<file path="src/rtl/jdb_dbgreq_initiator.sv">
// jdb_dbgreq_initiator
//   Requester side of the HAD pad debug-request handshake. A SoC trigger
//   pulls pad_had_jdb_req_b low until the HAD acknowledges (or the request
//   is cancelled or times out). The block then follows debug residency
//   through had_pad_jdb_pm and reports completion or timeout back to the SoC.
//
// Ports
//   tclk, trst_b       debug clock (rising edge) / async active-low reset
//   dbg_req_trig       single-cycle request pulse from the SoC
//   dbg_req_cancel     level; aborts an outstanding request while in REQ
//   had_pad_jdb_ack_b  active-low ack from the HAD
//   had_pad_jdb_pm     core mode: 00 run, 01 low-power, 10 debug, 11 reserved
//   pad_had_jdb_req_b  active-low debug request to the HAD (registered)
//   dbg_busy           high in any non-IDLE state
//   dbg_in_debug       high while in DEBUG
//   dbg_done           one-cycle pulse on debug exit
//   dbg_timeout        one-cycle pulse when no ack arrives within TO_CYC
//   dbg_drop_cnt       saturating count of triggers ignored while busy
module jdb_dbgreq_initiator #(
    parameter int TO_W   = 8,
    parameter int TO_CYC = 200
) (
    input  logic       tclk,
    input  logic       trst_b,
    input  logic       dbg_req_trig,
    input  logic       dbg_req_cancel,
    input  logic       had_pad_jdb_ack_b,
    input  logic [1:0] had_pad_jdb_pm,
    output logic       pad_had_jdb_req_b,
    output logic       dbg_busy,
    output logic       dbg_in_debug,
    output logic       dbg_done,
    output logic       dbg_timeout,
    output logic [3:0] dbg_drop_cnt
);

    typedef enum logic [1:0] {
        S_IDLE,
        S_REQ,
        S_DEBUG,
        S_RELEASE
    } state_e;

    localparam logic [TO_W-1:0] TO_LAST  = TO_W'(TO_CYC - 1);
    localparam logic [1:0]      PM_DEBUG = 2'b10;

    state_e          state_q, state_d;
    logic            ack_q;
    logic [TO_W-1:0] cnt_q, cnt_d;
    // Set once one non-debug pm sample has been seen in DEBUG; a second
    // consecutive one ends the debug session.
    logic            nd_q, nd_d;
    logic            req_b_q, req_b_d;
    logic            busy_q, busy_d;
    logic            in_dbg_q, in_dbg_d;
    logic            done_q, done_d;
    logic            to_q, to_d;
    logic [3:0]      drop_q, drop_d;

    always_comb begin
        state_d = state_q;
        cnt_d   = cnt_q;
        nd_d    = nd_q;
        req_b_d = req_b_q;
        done_d  = 1'b0;
        to_d    = 1'b0;
        drop_d  = drop_q;

        // Any trigger seen outside IDLE is lost, even on the exit cycle.
        if (dbg_req_trig && (state_q != S_IDLE) && (drop_q != 4'hf))
            drop_d = drop_q + 4'd1;

        case (state_q)
            S_IDLE: begin
                cnt_d = '0;
                if (dbg_req_trig) begin
                    state_d = S_REQ;
                    req_b_d = 1'b0;
                end
            end
            S_REQ: begin
                cnt_d = cnt_q + TO_W'(1);
                // Cancel beats ack, ack beats timeout.
                if (dbg_req_cancel) begin
                    state_d = S_RELEASE;
                    req_b_d = 1'b1;
                end else if (!ack_q) begin
                    state_d = S_DEBUG;
                    req_b_d = 1'b1;
                    nd_d    = 1'b0;
                end else if (cnt_q == TO_LAST) begin
                    state_d = S_RELEASE;
                    req_b_d = 1'b1;
                    to_d    = 1'b1;
                end
            end
            S_DEBUG: begin
                if (had_pad_jdb_pm != PM_DEBUG) begin
                    if (nd_q) begin
                        state_d = S_RELEASE;
                        done_d  = 1'b1;
                        nd_d    = 1'b0;
                    end else begin
                        nd_d = 1'b1;
                    end
                end else begin
                    nd_d = 1'b0;
                end
            end
            S_RELEASE: begin
                // Hold req_b high until the HAD has dropped its ack.
                if (ack_q)
                    state_d = S_IDLE;
            end
            default: state_d = S_IDLE;
        endcase

        busy_d   = (state_d != S_IDLE);
        in_dbg_d = (state_d == S_DEBUG);
    end

    always_ff @(posedge tclk or negedge trst_b) begin
        if (!trst_b) begin
            state_q  <= S_IDLE;
            ack_q    <= 1'b1;
            cnt_q    <= '0;
            nd_q     <= 1'b0;
            req_b_q  <= 1'b1;
            busy_q   <= 1'b0;
            in_dbg_q <= 1'b0;
            done_q   <= 1'b0;
            to_q     <= 1'b0;
            drop_q   <= 4'd0;
        end else begin
            state_q  <= state_d;
            ack_q    <= had_pad_jdb_ack_b;
            cnt_q    <= cnt_d;
            nd_q     <= nd_d;
            req_b_q  <= req_b_d;
            busy_q   <= busy_d;
            in_dbg_q <= in_dbg_d;
            done_q   <= done_d;
            to_q     <= to_d;
            drop_q   <= drop_d;
        end
    end

    assign pad_had_jdb_req_b = req_b_q;
    assign dbg_busy          = busy_q;
    assign dbg_in_debug      = in_dbg_q;
    assign dbg_done          = done_q;
    assign dbg_timeout       = to_q;
    assign dbg_drop_cnt      = drop_q;

endmodule

</file>
<file path="config.mk">
export PLATFORM = sky130hd
export DESIGN_NAME = jdb_dbgreq_initiator
export DESIGN_NICKNAME = d
export VERILOG_FILES = /design/src/rtl/jdb_dbgreq_initiator.sv
export SDC_FILE = /design/constraint.sdc
export NUM_CORES = 1
export LEC_CHECK = 0
export CAP_MARGIN = 20
export CORE_MARGIN = 4
export CORE_UTILIZATION = 45
export DETAILED_ROUTE_END_ITERATION = 10
export PLACE_DENSITY = 0.69
export SYNTH_ARGS = -nofsm -noshare
export SYNTH_HDL_FRONTEND = slang
export SYNTH_SLANG_ARGS = --single-unit
export TNS_END_PERCENT = 30
</file>
<file path="constraint.sdc">
create_clock -name tclk -period 4.4 [get_ports tclk]
set_clock_uncertainty 0.2 [all_clocks]
set_input_delay 0.44 -clock tclk [delete_from_list [all_inputs] [get_ports tclk]]
set_output_delay 0.44 -clock tclk [all_outputs]
set_load 0.1 [all_outputs]
</file>
==> run_results.csv, run 1 <==
group,metric,value,unit
global_route,grt_pass1_vias,693,
logic_synthesis,synth_common_cells,"19 x dfrtp_1, 10 x nand2_1, 6 x nor2_1, 5 x o21ai_0",
clocking,htree_levels,1,
routing,drc,0,
cells_and_area,largest_reg_flops,8,
setup_path,required,3760,ps
logic_synthesis,synth_ff_type,"dfrtp_1",
floorplan,std_cell_rows,16,
timing,max_slew_margin,0.345,
clocking,cts_sinks,21,
logic_synthesis,synth_edf_count,0,
outcome,status,"complete, no violations",
floorplan,die_y,55.0,µm
routing,first_iter_violations,9,
clocking,post_cts_buffers,0,
floorplan,initial_core_util,0.493,
global_route,antenna_found_initial,0,
timing,worst_pin_slew,980,ps
logic_synthesis,synth_top_family_by_area,"simple AND/OR/NAND/NOR gates",
logic_synthesis,synth_top_area_share,0.477,
logic_synthesis,synth-simple-area-share,0.186,
clocking,clk_pin_slew,120,ps
timing,fmax,382,MHz
place,place_congestion,0.683,
floorplan,fp.dieArea,0.00303,mm²
timing,setup_viol,0,
logic_synthesis,yosysTopAreaCell,"dfrtp_1",
logic_synthesis,yosys-top-cells-area,"dfrtp_1 48%, dfstp_2 5.3%, nand2_1 3.8%",
setup_path,path_delay_family,"buffers and inverters",
place,hpwl,1290,µm
setup_path,cpPeakStageDelay,1120,ps
place,port_buffers,15,
floorplan,io_pins,16,
logic_synthesis,syn_avg_cell_area,11.3,µm²
setup_path,rr_startpoint,"state_q[1]",
setup_path,rr_endpoint,"cnt_q[7]",
hold_path,holdPathStages,1,
setup_path,r2r_slack,2650,ps
setup_path,critPathBufInv,1,
logic_synthesis,yosys_warnings,0,
cells_and_area,multiInputGateArea,434,µm²
logic_synthesis,muxShareOfSynthArea,0.0339,
setup_path,path_cells,"clkdlybuf4s50_1",
hold_path,hp-class,"reg -> reg",
hold_path,min_from,"nd_q",
logic_synthesis,async_flop_share,1.00,
flow_run,timing.max_cap.violations,0,
logic_synthesis,ys_seq_elements,21,
timing,slew_viol_final,0,
timing,final-hold-violation-count,0,
floorplan,die_x,55.0,µm
global_route,grt-ovfl-total,0,
logic_synthesis,synth_compound_area_frac,0.147,
setup_path,reg2reg_depth,4,
logic_synthesis,synth-xor-area-share,0.0440,
global_route,grt_pass1_wl,3080,µm
setup_path,worst-setup-path-type,"reg -> out",
clocking,cts_tree,"yes",
clocking,postCtsHoldBufs,0,
routing,ant_nets,0,
setup_path,crit_slowest_cell,"clkdlybuf4s50_1",
timing,rsz0062_at_grt,"no",
timing,period_needed,2620,ps
cells_and_area,drive_above_1_share,0.133,
logic_synthesis,ys_seq_area_frac,0.530,
logic_synthesis,yosysUniqueCellTypes,35,
clocking,cts-root-buf,"clkbuf_4",
cells_and_area,seq_area,528,µm²
setup_path,cp-start-kind,"register",
floorplan,core,0.00202,mm²
routing,drtPass1Iterations,3,
cells_and_area,antennaDiodeCount,0,
setup_path,worstSetupEndpointType,"output port",
logic_synthesis,synth_nets,97,
routing,vias,693,
routing,totalWireLength,1730,µm
hold_path,hold_end,"nd_q",
setup_path,cp_data_arrival_time,1980,ps
logic_synthesis,yosysMostFrequentCell,"dfrtp_1",
routing,avgViaCountPerCell,5.25,
cells_and_area,fill_cells,172,
global_route,grt_usage,0.144,
cells_and_area,areaGrowthSynthToFinish,19.2,%
clocking,cts-buffers-inserted,3,
logic_synthesis,netlist_instances,88,
cells_and_area,regMostFlops,"cnt_q",
routing,routedWlPerCell,13.1,µm
cells_and_area,nets,115,
global_route,grt_max_degree,22,
timing,finalSetupTns,0,ps
clocking,insertion_delay,310,ps
timing,fin_crit_sh,0.595,
clocking,cts_max_path_buffers,2,
logic_synthesis,synthAdderAreaFrac,0.0251,
clocking,cts_resized,0,
logic_synthesis,syn_area,996,µm²
setup_path,worst-path-max-fanout,2,
==> cell usage in the layout, fill, tap and decap left out, types with 2 or more instances in the layout <==
master and count:
clkbuf_4 3, xnor2_1 3, a21o_1 2, nor2_1 6, ha_1 2, a22o_1 2, nand2_1 10, and2b_1 2
nand2b_1 2, xor2_1 2, clkdlybuf4s50_1 15, mux2_2 3, nor3_1 3, o21ai_0 5, nand4_1 2, dfstp_2 2
dfrtp_1 19, inv_1 3
==> worst max-delay path by stage <==
stage,start,to,slack (ps),cells after the start
3_3_place_gp,pad_had_jdb_req_b,pad_had_jdb_req_b,2130,1
4_1_cts,pad_had_jdb_req_b,pad_had_jdb_req_b,1760,1
3_5_place_dp,pad_had_jdb_req_b,pad_had_jdb_req_b,2120,1
5_1_grt,pad_had_jdb_req_b,pad_had_jdb_req_b,1720,1
6_report,pad_had_jdb_req_b,pad_had_jdb_req_b,1780,1
2_1_floorplan,dbg_drop_cnt[0],dbg_drop_cnt[1],2330,3
==> kinds of logic (layout without fill, tap and decap cells) <==
kind of cell	Yosys count	count (layout)
AOI/OAI and AO/OA	18	18
xor gates and xnor gates	5	5
adders and majority gates	2	2
buffers and inverters	5	22
DFF	21	21
muxes	3	3
and+or+nand+nor	34	34
==> per-stage QoR <==
stage               hold WS (ps)  utilization  worst slack (ps)  area [µm²]  std cells
finish                       293        0.587              1780        1190        132
global route                 286        0.587              1720        1190        132
CTS                          301        0.587              1760        1190        132
detailed placement           281        0.572              2120        1160        128
global placement             276        0.572              2130        1160        128
floorplan                  -55.6            -              2330         996         88
==> cell type report <==
cell class,count,area share
multi-input combinational,62,0.366
clock inverter,1,0.00632
timing repair buffer,15,0.126
tap,27,0.0285
inverter,3,0.00948
sequential,21,0.445
clock buffer,3,0.0190
==> per-layer routing <==
| layer | global-route usage | vias to the layer above | wire, µm |
|---|---|---|---|
| met5 | 0 | - | 0 |
| met4 | 0.0364 | 0 | 13 |
| met3 | 0.0563 | 2 | 64 |
| met2 | 0.232 | 10 | 824 |
| met1 | 0.180 | 335 | 827 |
| li1 | - | 346 | - |
Power of run 1 is not shown: default switching activity piles up to over one toggle a cycle in this logic, so the estimate is an artifact.
==> run 2: changes to the inputs <==
Clock period 4.4 ns to 2.5 ns, I/O delays scaled along.
==> run 2 against run 1 <==
Hold slack got worse by 230 ps. Sequential share of layout area grew 0.67 points. First-iteration DRC count down 33%. Flip-flop and latch count unchanged. Register-to-register slack lost 1900 ps. Via count down 2.3%. Wire length is 0.87% lower. Die area did not move. Design area is 1.5% lower. Utilization down 0.87 points. Count of clock-buffer cells in the layout is the same. Critical path depth grew 4. Critical path type is now reg -> reg. Critical endpoint is now cnt_q[4]. Largest cell class unchanged.
==> run_results.csv, run 2 (synthesized netlist as in run 1, its figures left out) <==
group,metric,value,unit
clocking,postCtsHoldBufs,0,
timing,max_slew_margin,0.689,
cells_and_area,post-route-util,0.579,
timing,rsz0062_at_grt,"no",
outcome,status,"complete, no violations",
clocking,cts_max_path_buffers,2,
cells_and_area,fin_area,0.00117,mm²
routing,vias,677,
global_route,grt_pass1_vias,680,
routing,first_iter_violations,6,
floorplan,initial_core_util,0.493,
clocking,cts_sinks,21,
timing,worst_pin_slew,467,ps
global_route,antenna_found_initial,0,
clocking,cts_tree,"yes",
place,dp_cells,129,
timing,slew_viol_final,0,
clocking,cts-root-buf,"clkbuf_4",
place,port_buffers,15,
setup_path,cp_data_arrival_time,1760,ps
cells_and_area,areaGrowthSynthToFinish,17.5,%
cells_and_area,antennaDiodeCount,0,
cells_and_area,largest_reg_flops,8,
timing,period_needed,1750,ps
setup_path,worstSetupEndpointType,"register",
setup_path,cp-start-kind,"register",
place,place_congestion,0.715,
clocking,clk_pin_slew,120,ps
cells_and_area,nets,116,
routing,avgViaCountPerCell,5.09,
routing,drtPass1Iterations,3,
flow_run,timing.max_cap.violations,0,
cells_and_area,most-common-layout-cells,"19 x dfrtp_1, 10 x nand2_1, 10 x buf_4",
timing,finalSetupTns,0,ps
setup_path,worst-setup-path-type,"reg -> reg",
routing,totalWireLength,1710,µm
global_route,grt_max_degree,22,
floorplan,io_pins,16,
routing,drc,0,
global_route,grt_usage,0.141,
floorplan,die_x,55.0,µm
cells_and_area,drive_above_1_share,0.226,
setup_path,required,2510,ps
cells_and_area,final_common_cell,"dfrtp_1",
clocking,cts_resized,0,
timing,fmax,571,MHz
setup_path,worst-path-max-fanout,4,
clocking,post_cts_buffers,0,
cells_and_area,regMostFlops,"cnt_q",
floorplan,core,0.00202,mm²
clocking,htree_levels,1,
place,hpwl,1240,µm
cells_and_area,fin_cells,133,
floorplan,fp.dieArea,0.00303,mm²
routing,routedWlPerCell,12.9,µm
clocking,cts-buffers-inserted,3,
global_route,grt-ovfl-total,0,
clocking,insertion_delay,300,ps
timing,final-hold-violation-count,0,
place,placedInstanceArea,0.00114,mm²
floorplan,std_cell_rows,16,
floorplan,die_y,55.0,µm
hold_path,hp-class,"in -> async",
global_route,grt_pass1_wl,2970,µm
timing,fin_crit_sh,0.701,
routing,ant_nets,0,
timing,setup_viol,0,
[run 2: cell types whose count changed in the layout (fill, tap and decap cells not counted)]
cell,before,now
clkinv_2,0,1
clkdlybuf4s50_1,15,6
clkinvlp_4,1,0
buf_4,0,10
[run 2: cell type report]
class                   instances  area [µm²]
flip-flops and latches         21         528
fillers                       179         852
clock inverters                 1        5.00
well taps                      27        33.8
inverters                       3        11.3
repair buffers                 16         135
clock buffers                   3        22.5
multi-input cells              62         434
[run 2: path summary, 6_finish.rpt]
path | startpoint | endpoint | slack [ps] | depth (start not counted)
worst max register to register | cnt_q[0] | cnt_q[4] | 750 | 5
max in group asynchronous | trst_b | ack_q | 1760 | 2
worst min register to register | nd_q | nd_q | 290 | 1
worst max-delay path | cnt_q[0] | cnt_q[4] | 750 | 5
min in group tclk | had_pad_jdb_ack_b | ack_q | 150 | 1
worst min-delay path | trst_b | cnt_q[2] | 70 | 2
[run 2: critical path, stage by stage, from the launching register on]
cell and delay (ps):
dfrtp_1 430, ha_1 220, and2_2 220, nand2_1 80, mux2_2 330, a22o_1 170
[run 2: per-stage QoR]
step	hold WS [ps]	setup WS, ps
2_1_floorplan	-246	433
3_3_place_gp	268	796
3_5_place_dp	270	769
4_1_cts	73.5	746
5_1_grt	68.4	663
6_report	67.2	749
[run 2: routing by layer]
layer  global-route usage  up-vias  share of wire
met5                    0        -              0
met1                0.179      319           0.50
met3               0.0322        4          0.031
met4               0.0607        0          0.016
li1                     -      346              -
met2                0.228        8           0.45
Power of run 2 is left out for the same reason.
==> run 3: changes to the inputs <==
Settings changed: PLACE_DENSITY 0.69 to 0.72.
Clock period 2.5 ns to 1.5 ns, I/O delays scaled along.
==> run 3 against run 2 <==
The flow now finishes with violations (setup timing). Maximum frequency increased by 11%. Count of clock-buffer cells in the layout rose by 1. Flip-flop and latch count unchanged. Die area is the same. Critical path depth did not move. Utilization rose by 16 points. Final cell count is 15% higher. Hold slack got worse by 25 ps. Via count up 13%. Setup slack worse by 830 ps. Largest cell class unchanged. Highest routed layer unchanged.
==> run_results.csv, run 3 (synthesized netlist as in run 1, its figures left out) <==
group,metric,value,unit
flow_run,timing.max_cap.violations,0,
timing,max_slew_margin,0.822,
routing,avgViaCountPerCell,5.02,
hold_path,holdPathStages,1,
floorplan,std_cell_rows,16,
clocking,insertion_delay,300,ps
place,dp_cells,146,
clocking,cts-root-buf,"clkbuf_4",
floorplan,io_pins,16,
power,cellPowerDensity,2260,mW/mm²
timing,fmax,633,MHz
routing,top_layer,"met4",
routing,first_iter_violations,10,
cells_and_area,final_common_cell,"buf_4",
cells_and_area,drive_above_1_share,0.444,
cells_and_area,antennaDiodeCount,0,
cells_and_area,regMostFlops,"cnt_q",
global_route,grt_pass1_vias,826,
routing,drtPass1Iterations,4,
cells_and_area,fin_cells,153,
setup_path,required,1490,ps
clocking,cts_tree,"yes",
setup_path,path_cells,"ha_2, and2_4, nand2_2, mux2_4, a22o_1",
routing,totalWireLength,2120,µm
hold_path,hp-class,"in -> reg",
setup_path,cpPeakStageDelay,410,ps
setup_path,cp-start-kind,"register",
timing,setup_viol,9,
timing,worst_pin_slew,268,ps
global_route,grt_max_degree,22,
routing,drc,0,
cells_and_area,fin_area,0.00150,mm²
clocking,clk_pin_slew,120,ps
routing,ant_nets,0,
routing,routedWlPerCell,13.8,µm
routing,wl_met2,1070,µm
global_route,grt_pass1_wl,3660,µm
setup_path,reg2reg_depth,5,
timing,period_needed,1580,ps
global_route,antenna_found_initial,0,
routing,m1WireLength,929,µm
outcome,status,"finished, violations left",
outcome,violations,"setup timing",
setup_path,crit_slowest_cell,"dfrtp_1",
setup_path,cp_data_arrival_time,1570,ps
routing,vias,768,
clocking,cts-buffers-inserted,3,
global_route,grt-ovfl-total,0,
setup_path,path_delay_family,"flip-flops",
setup_path,worst-path-max-fanout,4,
setup_path,r2r_slack,-80,ps
global_route,grt_usage,0.174,
timing,rsz0062_at_grt,"yes",
cells_and_area,areaGrowthSynthToFinish,50.3,%
routing,wl_met3,78,µm
clocking,cts_max_path_buffers,2,
place,place_ws,-167,ps
timing,final-hold-violation-count,0,
place,port_buffers,15,
setup_path,worstSetupEndpointType,"register",
timing,hold_ws,42.5,ps
timing,fin_crit_sh,1.05,
floorplan,die_y,55.0,µm
floorplan,die_x,55.0,µm
cells_and_area,nets,136,
timing,worst_slack,-80.5,ps
cells_and_area,fill_cells,141,
cells_and_area,largest_reg_flops,8,
place,place_congestion,0.801,
power,power_leakage,0.666,nW
setup_path,crit_cells,5,
setup_path,critPathBufInv,0,
setup_path,worst-setup-path-type,"reg -> reg",
floorplan,initial_core_util,0.493,
clocking,cts_sinks,21,
clocking,htree_levels,1,
place,placedInstanceArea,0.00141,mm²
power,ir_drop,1.90,mV
timing,slew_viol_final,0,
power,power,0.00339,W
cells_and_area,most-common-layout-cells,"19 x buf_4, 12 x dfrtp_1, 9 x nand2_1, 9 x buf_12, 6 x clkdlybuf4s50_1",
place,hpwl,1580,µm
floorplan,fp.dieArea,0.00303,mm²
floorplan,core,0.00202,mm²
run 3: changes by cell type in the layout (fill, tap and decap cells not counted), moves of 2 or more:
cell     change
buf_12       +9
buf_4        +9
dfrtp_1      -7
dfrtp_2      +5
dfrtp_4      +2
ha_1         -2
mux2_2       -2
mux2_4       +2
nor3_1       -2
nor3_2       +2
run 3: final timing paths:
kind | from | endpoint
worst max-delay path | cnt_q[1] | cnt_q[4]
worst min-delay path | had_pad_jdb_ack_b | ack_q
worst max register to register | cnt_q[1] | cnt_q[4]
worst min register to register | nd_q | nd_q
max in group asynchronous | trst_b | pad_had_jdb_req_b
min in group asynchronous | trst_b | cnt_q[7]
run 3: cell type report:
cell class | instances | area (µm²) | share of cell area
tap | 27 | 33.8 | 0.0226
inverter | 3 | 11.3 | 0.00753
sequential | 21 | 542 | 0.362
timing repair buffer | 36 | 404 | 0.270
multi-input combinational | 62 | 479 | 0.320
clock buffer | 4 | 26.3 | 0.0176
run 3: routing by layer:
layer | up-vias | track usage
met3 | 4 | 0.0349
met2 | 14 | 0.295
met4 | 0 | 0.0810
met1 | 363 | 0.209
li1 | 387 | -
met5 | - | 0
run 3: stage by stage:
step | util | setup TNS [ps]
floorplan | - | -579
global route | 0.740 | -1060
global placement | 0.697 | -551
CTS | 0.729 | -291
finish | 0.740 | -240
detailed placement | 0.697 | -750
run 3: report_power, final:
group	internal, W	switching (W)
Combinational	0.000926	0.00119
Clock	0.000103	0.000165
Sequential	0.000783	0.000219
Total	0.00181	0.00157
run 3: timing repair:
item                                    4_1_cts  5_1_grt
endpoints found under the setup margin       10       15
gates cloned                                  0        0
buffers inserted                              1        1
hold buffers                                  1        0
endpoints found under the hold margin        19        0
pin swaps                                     3        6
gates resized for setup                       7        5
Power figures use the tool's default switching activity.
